File: src/rtl/inverter_1bit_pkg.sv
// Shared types and helpers for the registered bitwise inverter stage.
package inverter_1bit_pkg;

   localparam int DEFAULT_WIDTH = 8;

   typedef logic [DEFAULT_WIDTH-1:0] data_t;

   typedef enum logic [1:0] {
      SKID_EMPTY = 2'd0,
      SKID_ONE   = 2'd1,
      SKID_TWO   = 2'd2
   } skid_state_t;

   function automatic data_t invert(input data_t d);
      return ~d;
   endfunction

endpackage

File: src/rtl/inverter_1bit_skid.sv
// Generic 2-entry valid/ready skid buffer; in_ready is a decode of registered state only.
//
// state      | meaning
// -----------+-----------------------------------------------
// SKID_EMPTY | no word held, out_valid=0, main register is 0
// SKID_ONE   | main holds the head word, skid register empty
// SKID_TWO   | main holds head, skid holds next word, in_ready=0
module inverter_1bit_skid
   import inverter_1bit_pkg::*;
#(
   parameter int W = 8
) (
   input  logic         clk,
   input  logic         rst,
   input  logic         in_valid,
   output logic         in_ready,
   input  logic [W-1:0] in_data,
   output logic         out_valid,
   input  logic         out_ready,
   output logic [W-1:0] out_data
);

   skid_state_t  state_q, state_d;
   logic [W-1:0] main_q, main_d;
   logic [W-1:0] skid_q, skid_d;
   logic         in_xfer;
   logic         out_xfer;

   assign in_ready  = (state_q != SKID_TWO);
   assign out_valid = (state_q != SKID_EMPTY);
   assign out_data  = main_q;
   assign in_xfer   = in_valid && in_ready;
   assign out_xfer  = out_valid && out_ready;

   always_ff @(posedge clk) begin
      if (rst) begin
         state_q <= SKID_EMPTY;
         main_q  <= '0;
         skid_q  <= '0;
      end else begin
         state_q <= state_d;
         main_q  <= main_d;
         skid_q  <= skid_d;
      end
   end

   always_comb begin
      state_d = state_q;
      main_d  = main_q;
      skid_d  = skid_q;
      case (state_q)
         SKID_EMPTY: begin
            if (in_xfer) begin
               state_d = SKID_ONE;
               main_d  = in_data;
            end
         end
         SKID_ONE: begin
            if (in_xfer && out_xfer) begin
               main_d = in_data;
            end else if (in_xfer) begin
               state_d = SKID_TWO;
               skid_d  = in_data;
            end else if (out_xfer) begin
               // Clear on drain so an empty buffer never shows stale data.
               state_d = SKID_EMPTY;
               main_d  = '0;
            end
         end
         SKID_TWO: begin
            if (out_xfer) begin
               state_d = SKID_ONE;
               main_d  = skid_q;
               skid_d  = '0;
            end
         end
         default: begin
            state_d = SKID_EMPTY;
            main_d  = '0;
            skid_d  = '0;
         end
      endcase
   end

endmodule

File: src/rtl/inverter_1bit.sv
// Registered, flow-controlled bitwise inverter (result = ~a) with 1-cycle latency.
// Define INVERTER_1BIT_PARITY_EN to add a registered out_parity (XOR of result).
module inverter_1bit
   import inverter_1bit_pkg::*;
#(
   parameter int WIDTH = DEFAULT_WIDTH
) (
   input  logic             clk,
   input  logic             rst,
   input  logic             in_valid,
   output logic             in_ready,
   input  logic [WIDTH-1:0] a,
   output logic             out_valid,
   input  logic             out_ready,
   output logic [WIDTH-1:0] result
`ifdef INVERTER_1BIT_PARITY_EN
   ,
   output logic             out_parity
`endif
);

   logic [WIDTH-1:0] inv;

   generate
      if (WIDTH == DEFAULT_WIDTH) begin : g_pkg_inv
         assign inv = WIDTH'(invert(data_t'(a)));
      end else begin : g_gen_inv
         assign inv = ~a;
      end
   endgenerate

`ifdef INVERTER_1BIT_PARITY_EN
   localparam int PW = WIDTH + 1;
   logic [PW-1:0] payload_in;
   logic [PW-1:0] payload_out;

   // Parity travels with the data word so it obeys the same hold rules.
   assign payload_in = {^inv, inv};
   assign result     = payload_out[WIDTH-1:0];
   assign out_parity = payload_out[WIDTH];
`else
   localparam int PW = WIDTH;
   logic [PW-1:0] payload_in;
   logic [PW-1:0] payload_out;

   assign payload_in = inv;
   assign result     = payload_out;
`endif

   inverter_1bit_skid #(
      .W (PW)
   ) u_skid (
      .clk       (clk),
      .rst       (rst),
      .in_valid  (in_valid),
      .in_ready  (in_ready),
      .in_data   (payload_in),
      .out_valid (out_valid),
      .out_ready (out_ready),
      .out_data  (payload_out)
   );

endmodule

File: config.mk
export PLATFORM = sky130hd
export DESIGN_NAME = inverter_1bit
export DESIGN_NICKNAME = d
export VERILOG_FILES = /design/src/rtl/inverter_1bit_pkg.sv /design/src/rtl/inverter_1bit_skid.sv /design/src/rtl/inverter_1bit.sv
export SDC_FILE = /design/constraint.sdc
export NUM_CORES = 1
export LEC_CHECK = 0
export ABC_CLOCK_PERIOD_IN_PS = 1800
export CELL_PAD_IN_SITES_DETAIL_PLACEMENT = 1
export CELL_PAD_IN_SITES_GLOBAL_PLACEMENT = 2
export CORE_ASPECT_RATIO = 0.8
export CORE_MARGIN = 4
export CORE_UTILIZATION = 39
export DETAILED_ROUTE_END_ITERATION = 10
export DONT_BUFFER_PORTS = 1
export GPL_TIMING_DRIVEN = 1
export PLACE_DENSITY_LB_ADDON = 0.25
export SETUP_SLACK_MARGIN = 0.4
export SLEW_MARGIN = 15
export SYNTH_ARGS = -nofsm -noshare
export SYNTH_HDL_FRONTEND = slang
export SYNTH_SLANG_ARGS = --single-unit
File: constraint.sdc
create_clock -name clk -period 1.8 [get_ports clk]
set_input_delay 0.36 -clock clk [delete_from_list [all_inputs] [get_ports clk]]
set_output_delay 0.36 -clock clk [all_outputs]
set_load 0.01 [all_outputs]
==> results.sh, run 1 <==
export IMPL_numCtsBuffers=3
export IMPL_tightest_slew_ns=0.489
export IMPL_outcome="complete, no violations"
export IMPL_grt_usage=0.161
export IMPL_drt_iter0_markers=11
export IMPL_final_setup_viol_count=0
export IMPL_finalCriticalPeriod_ns=1.37
export IMPL_start_util=0.407
export IMPL_cap_viol_max_count=0
export IMPL_reg2reg_slack_ns=0.45
export IMPL_max_stage_delay_ns=0.36
export IMPL_p_per_area_mw_per_mm2=716
export IMPL_fin_crit_sh=0.762
export IMPL_grt_pass1_wl_um=4640
export IMPL_cts_hold_buf=0
export IMPL_die_w_um=67.8
export IMPL_n_fill_cell=320
export IMPL_crit_start="u_skid.state_q[0]$_SDFFE_PP0P_"
export IMPL_clockRootBuffer="clkbuf_4"
export IMPL_whs_ns=0.114
export IMPL_wl_per_cell_um=17.2
export IMPL_slowest_stage="dfxtp_2"
export IMPL_numPortBuffers=0
export IMPL_clk_latency_ns=0.30
export IMPL_ios=22
export IMPL_finClkSkew_ns=0.00805
export IMPL_cts_tree="done"
export IMPL_syn_nets=141
export IMPL_grt_pass1_vias=917
export IMPL_clkSinkCount=18
export IMPL_routed_wl_um=2840
export IMPL_antenna_cells=0
export IMPL_place_gp_congestion=0.702
export IMPL_worstHoldPathCells=1
export IMPL_worst_hold_path_type="primary input to flip-flop"
export IMPL_cp_num_buf_inv=1
export IMPL_critical_path_depth=2
export IMPL_rows=17
export IMPL_critPathCaptureType="output port"
export IMPL_first_pass_iters=4
export IMPL_syn_cell_area_mm2=0.00112
export IMPL_synth_avg_cell_area_um2=8.65
export IMPL_syn_instance_count=129
export IMPL_regArea_um2=365
export IMPL_holdCritStartpoint="out_ready"
export IMPL_layout_commonest_cell="nor2_1"
export IMPL_yosysWarnings=0
export IMPL_drc_errors=0
export IMPL_r2r_start="u_skid.state_q[1]$_SDFFE_PP0P_"
export IMPL_layout_drive_gt1_share=0.228
export IMPL_crit_family="flip-flops"
export IMPL_tns_ns=0
export IMPL_slew_violations=0
export IMPL_via_per_inst=5.62
export IMPL_dp_hpwl_um=2070
export IMPL_fp_dieH_um=55.8
export IMPL_antenna_found_initial=0
export IMPL_die_area_mm2=0.00379
export IMPL_final_hold_violation_count=0
export IMPL_peakVddDrop_mv=0.339
export IMPL_area_growth_synth_to_final_pct=7.06
export IMPL_antenna_left=0
export IMPL_vias=927
export IMPL_p_leak_nw=0.419
export IMPL_ys_seq_area_frac=0.323
export IMPL_final_cell_mix="nor2_1, dfxtp_1, a31oi_1"
export IMPL_cp_max_fo=4
export IMPL_ys_ff_latch=18
export IMPL_critPathArrivalTime_ns=1.01
export IMPL_fmax_ghz=0.729
export IMPL_htree_levels=1
export IMPL_cts_max_path_buffers=2
export IMPL_overflow=0
export IMPL_coreArea_mm2=0.00274
export IMPL_crit_chain="buf_6 > or2_4"
export IMPL_crit_type="flip-flop to output port"
export IMPL_multi_input_area_um2=669
export IMPL_clkTransAtPathRegs_ns=0.11
export IMPL_critPathRequiredTime_ns=1.44
export IMPL_synth_cell_types=25
export IMPL_max_slew_margin=0.674
export IMPL_rr_worst_depth=6
export IMPL_grt_max_degree=22
export IMPL_start_kind="flip-flop"
export IMPL_rsz0062_at_grt="true"
export IMPL_nets=140
==> final cells by class <==
| type | instances | area share |
|---|---|---|
| multi-input combinational | 95 | 0.560 |
| sequential | 18 | 0.306 |
| timing repair buffer | 9 | 0.0607 |
| tap | 38 | 0.0398 |
| clock buffer | 4 | 0.0304 |
| inverter | 1 | 0.00314 |
==> where the power goes <==
part | switching [W] | internal [W] | leakage (nW)
registers | 0.0000283 | 0.000419 | 0.148
logic | 0.0000738 | 0.0000788 | 0.250
clock network | 0.000132 | 0.000123 | 0.0210
==> final timing paths <==
kind / end
worst max-delay path: out_valid
worst min-delay path: u_skid.state_q[1]$_SDFFE_PP0P_
worst max register to register: u_skid.out_data[6]$_SDFFE_PP0P_
worst min register to register: u_skid.skid_q[6]$_SDFFE_PP0P_
==> layer usage <==
| layer | part of all wire | global-route usage | vias up |
|---|---|---|---|
| met5 | 0 | 0 | - |
| met1 | 0.46 | 0.210 | 453 |
| met3 | 0.063 | 0.0828 | 2 |
| met4 | 0.0049 | 0.0255 | 0 |
| met2 | 0.47 | 0.240 | 18 |
| li1 | - | - | 454 |
==> what timing repair did <==
| item | in CTS | in global routing |
|---|---|---|
| resized for setup | 6 | 3 |
| setup endpoints to repair | 18 | 13 |
| setup buffers | 1 | 1 |
| pin swaps | 1 | 0 |
==> cells by family (layout without fill, tap and decap cells) <==
| kind of cell | after synthesis | count (layout) | synth area share |
|---|---|---|---|
| compound gates | 28 | 28 | 0.184 |
| mux | 9 | 9 | 0.0807 |
| simple gates | 58 | 58 | 0.318 |
| flops | 18 | 18 | 0.323 |
| buf+inv | 16 | 14 | 0.0942 |
==> metrics by stage <==
| stage | setup WS, ns | util | power, W | cell area, um2 | cells |
|---|---|---|---|---|---|
| after floorplan | 0.480 | - | 0.000588 | 1120 | 129 |
| after global placement | 0.372 | 0.406 | 0.000594 | 1110 | 159 |
| after detailed placement | 0.255 | 0.406 | 0.000599 | 1110 | 159 |
| after CTS | 0.387 | 0.429 | 0.000868 | 1180 | 164 |
| after global routing | 0.378 | 0.435 | 0.000902 | 1190 | 165 |
| final | 0.428 | 0.435 | 0.000856 | 1190 | 165 |
==> registers in the layout, indices dropped and copies added (netlist names) <==
name,count
u_skid.skid_q,8
u_skid.out_data,8
u_skid.state_q,2
==> synth_stat cells <==
cell	n	share of area
dfxtp_1	18	0.32
nor2_1	17	0.057
a31oi_1	15	0.084
nor2b_1	10	0.056
mux2i_1	9	0.081
nand2_1	8	0.027
a32oi_1	7	0.055
nor3b_2	7	0.078
or2_1	7	0.039
buf_2	6	0.027
buf_6	4	0.040
nor3b_1	3	0.020
a21oi_1	2	0.0090
buf_4	2	0.013
clkbuf_1	2	0.0067
nand2b_1	2	0.011
o22a_1	2	0.016
a211oi_1	1	0.0067
a221oi_2	1	0.013
buf_1	1	0.0034
inv_1	1	0.0034
nor2_2	1	0.0056
nor2b_4	1	0.012
or2_0	1	0.0056
or2_2	1	0.0056
No activity file was read; power rests on OpenSTA's default activity.
==> run 2: changes to the inputs <==
--- a/config.mk
+++ b/config.mk
@@ -5,12 +5,12 @@
 export SDC_FILE = /design/constraint.sdc
 export NUM_CORES = 1
 export LEC_CHECK = 0
-export ABC_CLOCK_PERIOD_IN_PS = 1800
+export ABC_CLOCK_PERIOD_IN_PS = 1200
 export CELL_PAD_IN_SITES_DETAIL_PLACEMENT = 1
 export CELL_PAD_IN_SITES_GLOBAL_PLACEMENT = 2
 export CORE_ASPECT_RATIO = 0.8
 export CORE_MARGIN = 4
-export CORE_UTILIZATION = 39
+export CORE_UTILIZATION = 33
 export DETAILED_ROUTE_END_ITERATION = 10
 export DONT_BUFFER_PORTS = 1
 export GPL_TIMING_DRIVEN = 1
==> constraint.sdc (replaced) <==
create_clock -name clk -period 1.2 [get_ports clk]
set_input_delay 0.24 -clock clk [delete_from_list [all_inputs] [get_ports clk]]
set_output_delay 0.24 -clock clk [all_outputs]
set_load 0.01 [all_outputs]
==> results.sh, run 2 (synthesized netlist as in run 1, its figures left out) <==
export IMPL_pwr_share_comb=0.191
export IMPL_violations="negative setup slack"
export IMPL_fin_util=0.433
export IMPL_finClkSkew_ns=0.00743
export IMPL_switchingPower_w=0.000373
export IMPL_cap_viol_max_count=0
export IMPL_die_area_mm2=0.00438
export IMPL_fin_crit_sh=1.07
export IMPL_cp_max_fo=7
export IMPL_peakVddDrop_mv=0.691
export IMPL_grt_pass1_wl_um=4990
export IMPL_ios=22
export IMPL_p_int_w=0.00107
export IMPL_fp_dieH_um=60.0
export IMPL_cts_tree="done"
export IMPL_layout_drive_gt1_share=0.388
export IMPL_drt_iter0_markers=26
export IMPL_finalCriticalPeriod_ns=1.29
export IMPL_p_leak_nw=0.477
export IMPL_wl_per_cell_um=17.4
export IMPL_critPathArrivalTime_ns=1.46
export IMPL_cts_hold_buf=0
export IMPL_cts_max_path_buffers=2
export IMPL_fmax_ghz=0.777
export IMPL_vias=929
export IMPL_rows=18
export IMPL_seqPwrFrac=0.464
export IMPL_clkTransAtPathRegs_ns=0.07
export IMPL_htree_levels=1
export IMPL_critPathCaptureType="flip-flop"
export IMPL_finalPower_w=0.00145
export IMPL_final_setup_viol_count=19
export IMPL_final_cell_mix="nor2_1, a31oi_1, dfxtp_4"
export IMPL_n_fill_cell=348
export IMPL_pwr_share_clk=0.345
export IMPL_start_kind="flip-flop"
export IMPL_clkSinkCount=18
export IMPL_fin_area_mm2=0.00138
export IMPL_numPortBuffers=0
export IMPL_grt_max_degree=22
export IMPL_start_util=0.351
export IMPL_p_per_area_mw_per_mm2=1050
export IMPL_layout_setup_ws_ns=-0.0871
export IMPL_antenna_left=0
export IMPL_antenna_found_initial=0
export IMPL_first_pass_iters=4
export IMPL_layout_commonest_cell="nor2_1"
export IMPL_switching_share=0.258
export IMPL_overflow=0
export IMPL_coreArea_mm2=0.00318
export IMPL_place_gp_congestion=0.772
export IMPL_tightest_slew_ns=0.429
export IMPL_nets=147
export IMPL_numCtsBuffers=3
export IMPL_die_w_um=73.0
export IMPL_crit_type="flip-flop to flip-flop"
export IMPL_max_slew_margin=0.713
export IMPL_final_hold_violation_count=0
export IMPL_whs_ns=0.0329
export IMPL_area_growth_synth_to_final_pct=23.2
export IMPL_dp_hpwl_um=2190
export IMPL_clockRootBuffer="clkbuf_8"
export IMPL_rsz0062_at_grt="true"
export IMPL_clk_latency_ns=0.25
export IMPL_worst_hold_path_type="primary input to flip-flop"
export IMPL_antenna_cells=0
export IMPL_routed_wl_um=3040
export IMPL_critPathRequiredTime_ns=1.38
export IMPL_grt_pass1_vias=942
export IMPL_via_per_inst=5.34
export IMPL_slew_violations=0
export IMPL_grt_usage=0.151
export IMPL_place_area_mm2=0.00117
export IMPL_outcome="finished with violations"
export IMPL_drc_errors=0
[run 2: layout make-up]
class / instances / area [um2] / share of cell area
inverter: 1 / 3.75 / 0.00273
clock buffer: 4 / 55.1 / 0.0400
multi-input combinational: 95 / 706 / 0.513
tap: 40 / 50.0 / 0.0364
sequential: 18 / 398 / 0.289
timing repair buffer: 16 / 163 / 0.118
[run 2: final timing paths]
kind	start	to	slack (ns)	cells past startpoint
setup / recovery	u_skid.state_q[1]$_SDFFE_PP0P_	u_skid.out_data[5]$_SDFFE_PP0P_	-0.09	5
hold / removal	rst	u_skid.out_data[2]$_SDFFE_PP0P_	0.03	1
setup reg to reg	u_skid.state_q[1]$_SDFFE_PP0P_	u_skid.out_data[5]$_SDFFE_PP0P_	-0.09	5
hold reg to reg	u_skid.out_data[4]$_SDFFE_PP0P_	u_skid.out_data[4]$_SDFFE_PP0P_	0.50	2
[run 2: routing by layer]
metal | GRT usage | wire length (um) | vias to the layer above
met2 | 0.245 | 1390 | 11
met5 | 0 | 0 | -
met4 | 0.0237 | 12 | 0
met3 | 0.0487 | 143 | 2
met1 | 0.201 | 1490 | 451
li1 | - | - | 465
[run 2: metrics by stage]
| step | setup TNS [ns] | setup WS [ns] | cells |
|---|---|---|---|
| global route | -2.20 | -0.168 | 174 |
| floorplan | 0 | 0.0382 | 129 |
| detailed placement | -1.38 | -0.184 | 165 |
| global placement | -0.931 | -0.136 | 165 |
| finish | -0.856 | -0.0871 | 174 |
| CTS | -0.257 | -0.0534 | 173 |
[run 2: repair_timing]
action	CTS	global route
endpoints found under the setup margin	28	28
gates resized for setup	24	13
gates cloned	0	0
pin swaps	4	6
setup buffers	4	1
[run 2: worst max-delay path: stages (launching register included)]
cell     delay (ns)
dfxtp_4        0.42
mux2i_4        0.25
nor2b_4        0.21
buf_6          0.14
nand2_1        0.05
a31oi_1        0.13
[run 2: power groups by stage]
| stage | Clock, W | Sequential [W] | Combinational (W) |
|---|---|---|---|
| after global placement | 0 | 0.000685 | 0.000227 |
| after detailed placement | 0 | 0.000686 | 0.000231 |
| after CTS | 0.000524 | 0.000672 | 0.000260 |
| after global routing | 0.000544 | 0.000678 | 0.000302 |
| after floorplan | 0 | 0.000675 | 0.000222 |
| final | 0.000500 | 0.000671 | 0.000276 |
==> run 3: changes to the inputs <==
--- a/config.mk
+++ b/config.mk
@@ -5,12 +5,12 @@
 export SDC_FILE = /design/constraint.sdc
 export NUM_CORES = 1
 export LEC_CHECK = 0
-export ABC_CLOCK_PERIOD_IN_PS = 1200
+export ABC_CLOCK_PERIOD_IN_PS = 1600
 export CELL_PAD_IN_SITES_DETAIL_PLACEMENT = 1
 export CELL_PAD_IN_SITES_GLOBAL_PLACEMENT = 2
 export CORE_ASPECT_RATIO = 0.8
 export CORE_MARGIN = 4
-export CORE_UTILIZATION = 33
+export CORE_UTILIZATION = 39
 export DETAILED_ROUTE_END_ITERATION = 10
 export DONT_BUFFER_PORTS = 1
 export GPL_TIMING_DRIVEN = 1
==> constraint.sdc (replaced) <==
create_clock -name clk -period 1.6 [get_ports clk]
set_input_delay 0.32 -clock clk [delete_from_list [all_inputs] [get_ports clk]]
set_output_delay 0.32 -clock clk [all_outputs]
set_load 0.01 [all_outputs]
==> results.sh, run 3 (synthesized netlist as in run 1, its figures left out) <==
export IMPL_tightest_slew_ns=0.421
export IMPL_fp_dieH_um=55.8
export IMPL_start_util=0.407
export IMPL_slew_violations=0
export IMPL_numPortBuffers=0
export IMPL_fin_util=0.485
export IMPL_finalCriticalPeriod_ns=1.37
export IMPL_rows=17
export IMPL_grt_pass1_vias=1001
export IMPL_crit_family="flip-flops"
export IMPL_antenna_found_initial=0
export IMPL_cts_max_path_buffers=2
export IMPL_worstHoldEndpoint="u_skid.state_q[0]$_SDFFE_PP0P_"
export IMPL_nets=149
export IMPL_critPathRequiredTime_ns=1.28
export IMPL_antenna_left=0
export IMPL_die_w_um=67.8
export IMPL_grt_max_degree=22
export IMPL_area_growth_synth_to_final_pct=19.2
export IMPL_ios=22
export IMPL_final_cell_mix="dfxtp_1, a31oi_1, nor2_1"
export IMPL_slowest_stage="dfxtp_4"
export IMPL_first_pass_iters=3
export IMPL_finClkSkew_ns=0.000827
export IMPL_critPathCaptureType="output port"
export IMPL_routed_wl_um=3190
export IMPL_antenna_cells=0
export IMPL_wl_per_cell_um=18.3
export IMPL_vias=974
export IMPL_clockRootBuffer="clkbuf_4"
export IMPL_via_per_inst=5.60
export IMPL_final_setup_viol_count=0
export IMPL_rsz0062_at_grt="true"
export IMPL_grt_usage=0.182
export IMPL_outcome="complete, no violations"
export IMPL_crit_chain="buf_6 > or2_4"
export IMPL_layout_drive_gt1_share=0.331
export IMPL_numCtsBuffers=3
export IMPL_cts_tree="done"
export IMPL_clkTransAtPathRegs_ns=0.11
export IMPL_critPathArrivalTime_ns=1.05
export IMPL_peakVddDrop_mv=0.394
export IMPL_holdCritStartpoint="rst"
export IMPL_fmax_ghz=0.731
export IMPL_clk_latency_ns=0.31
export IMPL_tns_ns=0
export IMPL_clkSinkCount=18
export IMPL_coreArea_mm2=0.00274
export IMPL_p_leak_nw=0.473
export IMPL_layout_commonest_cell="dfxtp_1"
export IMPL_timing_rr_end="u_skid.out_data[6]$_SDFFE_PP0P_"
export IMPL_rr_worst_depth=6
export IMPL_max_slew_margin=0.718
export IMPL_worst_hold_path_type="primary input to flip-flop"
export IMPL_critical_path_depth=2
export IMPL_die_area_mm2=0.00379
export IMPL_cts_hold_buf=0
export IMPL_drc_errors=0
export IMPL_crit_type="flip-flop to output port"
export IMPL_cp_num_buf_inv=1
export IMPL_drt_iter0_markers=57
export IMPL_reg2reg_slack_ns=0.29
export IMPL_layout_setup_ws_ns=0.232
export IMPL_p_per_area_mw_per_mm2=763
export IMPL_overflow=0
export IMPL_htree_levels=1
export IMPL_dp_slack_ns=0.152
export IMPL_fin_crit_sh=0.855
export IMPL_max_stage_delay_ns=0.38
export IMPL_place_gp_congestion=0.733
export IMPL_worstHoldPathCells=1
export IMPL_r2r_start="u_skid.state_q[1]$_SDFFE_PP0P_"
export IMPL_start_kind="flip-flop"
export IMPL_dp_hpwl_um=2160
export IMPL_final_hold_violation_count=0
export IMPL_grt_pass1_wl_um=5220
export IMPL_cap_viol_max_count=0
export IMPL_cp_max_fo=5
## run 3: cell types whose count changed in the layout (fill, tap and decap cells not counted), sizes merged
cell | previous run | this run
buf | 16 | 18
## run 3: routing by layer
metal	track usage	routed length, um	vias to the layer above
li1	-	-	475
met5	0	0	-
met1	0.217	1400	473
met3	0.0606	174	5
met4	0.0340	28	0
met2	0.315	1590	21
## run 3: worst max-delay path by stage
stage | endpoint | startpoint
2_1_floorplan | out_valid | u_skid.state_q[0]$_SDFFE_PP0P_
3_3_place_gp | u_skid.skid_q[2]$_SDFFE_PP0P_ | u_skid.state_q[1]$_SDFFE_PP0P_
3_5_place_dp | u_skid.out_data[5]$_SDFFE_PP0P_ | u_skid.state_q[1]$_SDFFE_PP0P_
4_1_cts | out_valid | u_skid.state_q[0]$_SDFFE_PP0P_
5_1_grt | out_valid | u_skid.state_q[1]$_SDFFE_PP0P_
6_report | out_valid | u_skid.state_q[1]$_SDFFE_PP0P_
## run 3: cell type report
cell class,count,area [um2]
Clock buffer,4,36.3
Fill cell,317,1410
Inverter,1,3.75
Multi-Input combinational cell,95,707
Sequential cell,18,365
Tap cell,38,47.5
Timing Repair Buffer,18,170
## run 3: repair_timing
action | in CTS | in global routing
hold endpoints to repair | 0 | 0
pin swaps | 15 | 6
buffers inserted | 10 | 1
endpoints found under the setup margin | 19 | 19
gates resized for setup | 18 | 4
## run 3: metrics by stage
step	instance area (um2)	total power [W]	hold slack, ns	std cells
2_1_floorplan	1130	0.000666	0.460	129
3_3_place_gp	1130	0.000673	0.393	159
3_5_place_dp	1130	0.000681	0.396	159
4_1_cts	1310	0.00101	0.0548	173
5_1_grt	1330	0.00107	0.0402	174
6_report	1330	0.00101	0.0630	174
## run 3: where the power goes
group,switching [W],internal [W]
Sequential,0.0000299,0.000472
Clock,0.000161,0.000139
Combinational,0.0000971,0.000116
==> patch 1 (config.mk and constraints of run 2) <==
Make the reset (`rst`) asynchronous in one clocked block.
--- a/src/rtl/inverter_1bit_skid.sv
+++ b/src/rtl/inverter_1bit_skid.sv
@@ -34,3 +34,3 @@
 
-   always_ff @(posedge clk) begin
+   always_ff @(posedge clk or posedge rst) begin
       if (rst) begin
Function: differs if rst is asserted again (counterexample within 4 cycles, from zero or initial values and one cycle with rst high); with rst held inactive, the same outputs for 10 cycles.
==> patch 1 against run 2 <==
The run still ends with setup timing left. Area after synthesis decreased by 3.8%. Clock skew fell by 0.0040 ns. Sequential cell count is the same. Setup slack got worse by 0.017 ns. Wire length rose by 3.2%. Final cell count decreased by 4.6%. Cell area is 7.0% higher. Critical endpoint is now u_skid.out_data[7]$_DFFE_PP0P_.
Power is not compared: it rests on default switching activity, and its combinational part moved more than twofold at a synthesized area within 25%.
==> patch 1: results (changes against run 2) <==
Outcome - finished with violations
Failing checks - setup timing
Drt wl/cell - 18.9 µm (+8.2%)
Filler cell count - 335 (-3.7%)
# setup viols final - 14 (-5)
I/O Buffers - 0 (unchanged)
Worst setup path endpoint - u_skid.out_data[7]$_DFFE_PP0P_
Slowest CP cell - dfrtp_2
Iteration-0 DRC Markers - 27 (+3.8%)
Ant. Diodes - 0 (unchanged)
Worst flop-to-flop path startpoint - u_skid.state_q[1]$_DFFE_PP0P_
First-pass GRT wire length - 5.29 mm (+6.0%)
Combinational power share - 38.6%
Skew-Pair Late Insertion Delay - 0.26 ns
Worst Hold Depth - 1 (unchanged)
Final nets - 139 (-5.4%)
Fraction of layout cells with a size suffix above 1 - 50.8% (+12 points)
Hpwl dp - 1.99 mm (-9.4%)
Synth cell count leaders - dfrtp_1 (18), nor2b_1 (17), inv_1 (10)
Pre-CTS setup slack - -0.0254 ns (+0.159 ns)
Vias in the first global route - 977 (+3.7%)
Num CTS Buffers - 3 (unchanged)
Worst Tran Pin Value - 0.262 ns (-0.167 ns)
Largest delay share family, worst path - flip-flops
Yosys Warn Count - 0 (unchanged)
Count of cell types in the netlist - 18 (-28%)
P_leak - 0.622 nW
# DRC - 0 (unchanged)
Clock slew at reported path FFs - 0.08 ns
Cells on worst reg2reg path - 5 (unchanged)
Syn nets - 116 (-18%)
Worst vdd ir - 0.733 mV
Hold endpoint - u_skid.state_q[1]$_DFFE_PP0P_
Top_reg_cell synth - dfrtp_1
Setup TNS - -0.987 ns (-0.131 ns)
Initial antenna violation count - 0 (unchanged)
Sequential share of the synthesized area - 42.0% (+9.7 points)
Via density per instance - 5.14 (-3.8%)
WP data arrival - 1.48 ns (+0.02 ns)
Synth async-reset ratio - 100% (+100 points)
Synth area leaders - dfrtp_1 (42%), o221ai_2 (11%), nor2b_1 (9.9%), mux2i_1 (8.4%), o2bb2ai_1 (6.5%)
Routability congestion estimate - 0.742 (-3.9%)
Largest net degree at the start of global routing - 19 (-14%)
Max incr delay on CP - 0.39 ns (-0.03 ns)
Final worst setup slack - -0.104 ns (-0.0169 ns)
Hold path start - out_ready
Total global-route track usage - 16.7% (+1.6 points)
CP Max Fanout - 5 (-2)
Setup Skew - 0.00341 ns (-0.00402 ns)
==> patch 1: changes by cell type after synthesis, moves of 8 or more <==
cell | run 2 | this run
dfrtp_1 | 0 | 18
dfxtp_1 | 18 | 0
nor2_1 | 17 | 0
a31oi_1 | 15 | 0
inv_1 | 1 | 10
o221ai_2 | 0 | 8
o2bb2ai_1 | 0 | 8
==> patch 1: cell type report <==
type / instances / area [µm²] / area share [%]
Clock buffer: 4 / 45.0 / 3.06
Tap cell: 40 / 50.0 / 3.40
Timing Repair Buffer: 26 / 259 / 17.6
Multi-Input combinational cell: 68 / 626 / 42.5
Sequential cell: 18 / 454 / 30.9
Inverter: 10 / 37.5 / 2.55
==> patch 1: cells by family after synthesis <==
kind of cell / Yosys count / synth area share, %
buffers and inverters: 18 / 8.51
DFF: 18 / 42.0
muxes: 10 / 9.44
and+or+nand+nor: 31 / 16.2
AOI/OAI and AO/OA: 27 / 23.9
==> patch 1: per-stage QoR <==
stage | hold slack, ns | util, % | power, mW | std cells | instance area, µm²
finish | 0.0327 | 47.3 | 2.36 | 166 | 1470
global route | 0.0290 | 47.3 | 2.50 | 166 | 1470
CTS | 0.0267 | 46.4 | 2.33 | 165 | 1440
detailed placement | 0.179 | 38.7 | 1.67 | 151 | 1200
global placement | 0.175 | 38.7 | 1.64 | 151 | 1200
floorplan | 0.179 | - | 1.46 | 104 | 1090
==> patch 1: repair_timing <==
action                     4_1_cts  5_1_grt
gates resized for setup         35        3
hold buffers                     1        0
hold endpoints to repair        18        0
buffers inserted                 9        1
pin swaps                        8        1
setup endpoints to repair       28       28
==> patch 1: per-layer routing <==
metal	up-vias	routed length [µm]	part of all wire (%)	track usage, %
li1	404	-	-	-
met1	430	1490	47	23.0
met2	15	1470	47	25.8
met3	4	150	4.8	4.75
met4	0	28	0.89	4.83
met5	-	0	0	0
==> patch 2 (settings of run 2) <==
Without the edit above. Change the package constant `DEFAULT_WIDTH` from 8 to 12.
--- a/src/rtl/inverter_1bit_pkg.sv
+++ b/src/rtl/inverter_1bit_pkg.sv
@@ -3,3 +3,3 @@
 
-   localparam int DEFAULT_WIDTH = 8;
+   localparam int DEFAULT_WIDTH = 12;
 
Ports: changed (resized a and result); port bits go from 22 to 30. The function was not compared with the original's and may differ.
==> patch 2 against run 2 <==
The flow still finishes with violations (setup timing). Wire length grew 58%. Power up 34%. Global-route usage grew 0.22 points. Cell area rose by 48%. Sequential cell count is 8 higher. Clock power is 4% higher. First-iteration DRC count up 88%. Critical path type is now reg2out. Via count increased by 47%. Fmax down 4.5%. Setup slack got worse by 0.060 ns. Clock skew shrank 0.0055 ns. Die area is 39% higher. Area after synthesis up 45%. Sequential share of layout area is 0.73 points lower.
==> patch 2: results (changes against run 2) <==
Reg power frac - 50.3% (+3.9 points)
Worst R2R Setup Slack - -0.11 ns (-0.02 ns)
Routability congestion estimate - 0.745 (-3.5%)
Total vias in the final route - 1367 (+47%)
Metal1 wirelength - 2.25 mm (+51%)
# setup viols final - 23 (+4)
Hold endpoint - u_skid.out_data[6]$_SDFFE_PP0P_
Worst vdd ir - 0.558 mV (-19%)
WP data arrival - 1.11 ns (-0.35 ns)
Setup Skew - 0.00197 ns (-0.00546 ns)
Clk network pwr share - 26.7% (-7.8 points)
P_leak - 0.677 nW (+42%)
Outcome - finished with violations
Filler cell count - 528 (+52%)
Sequential share of the synthesized area - 32.2% (-0.039 points)
Placed cell areas - 1700 µm² (+45%)
Worst setup path endpoint - out_valid
Mux contribution to synthesized area - 8.06% (-0.0097 points)
GR Util met1 - 20.4% (+0.36 points)
Final worst setup slack - -0.147 ns (-0.0602 ns)
Hpwl dp - 3.22 mm (+47%)
Count of cell types in the netlist - 33 (+32%)
Iteration-0 DRC Markers - 49 (+88%)
Drt wl/cell - 19.3 µm (+11%)
P_int - 1.38 mW (+28%)
Hold-fix buffers, CTS - 1 (+1)
First-pass GRT wire length - 7.38 mm (+48%)
Cells on worst reg2reg path - 6 (+1)
Final nets - 207 (+41%)
Skew-Pair Late Insertion Delay - 0.28 ns (+0.03 ns)
Met2 usage - 23.2% (-1.3 points)
Met3 wire len - 289 µm (+100%)
Failing checks - setup timing
Metal2 WL - 2.18 mm (+57%)
Clock slew at reported path FFs - 0.09 ns (+0.02 ns)
Post_cts resized - 37 (+54%)
Largest net degree at the start of global routing - 27 (+23%)
Worst Tran Pin Value - 0.276 ns (-0.153 ns)
-- patch 2: changes by cell type after synthesis, moves of 3 or more --
cell     before  now
buf_2         6    3
nand3_1       0    3
nor2_1       17   25
a31oi_1      15   19
mux2i_1       9   13
dfxtp_1      18   26
nor2b_1      10   13
nor3b_2       7   11
-- patch 2: area by class of cell --
| class | count | share of cell area [%] |
|---|---|---|
| Clock buffer | 3 | 2.03 |
| Inverter | 1 | 0.185 |
| Multi-Input combinational cell | 135 | 53.0 |
| Tap cell | 60 | 3.69 |
| Sequential cell | 26 | 28.2 |
| Timing Repair Buffer | 24 | 12.9 |
-- patch 2: metrics by stage --
stage	instances	hold WS, ns	TNS, ns
final	249	0.00799	-1.20
after detailed placement	236	0.311	-2.25
after global placement	236	0.310	-1.40
after floorplan	179	0.460	0
after global routing	249	-0.0111	-2.43
after CTS	244	0.00208	-2.41
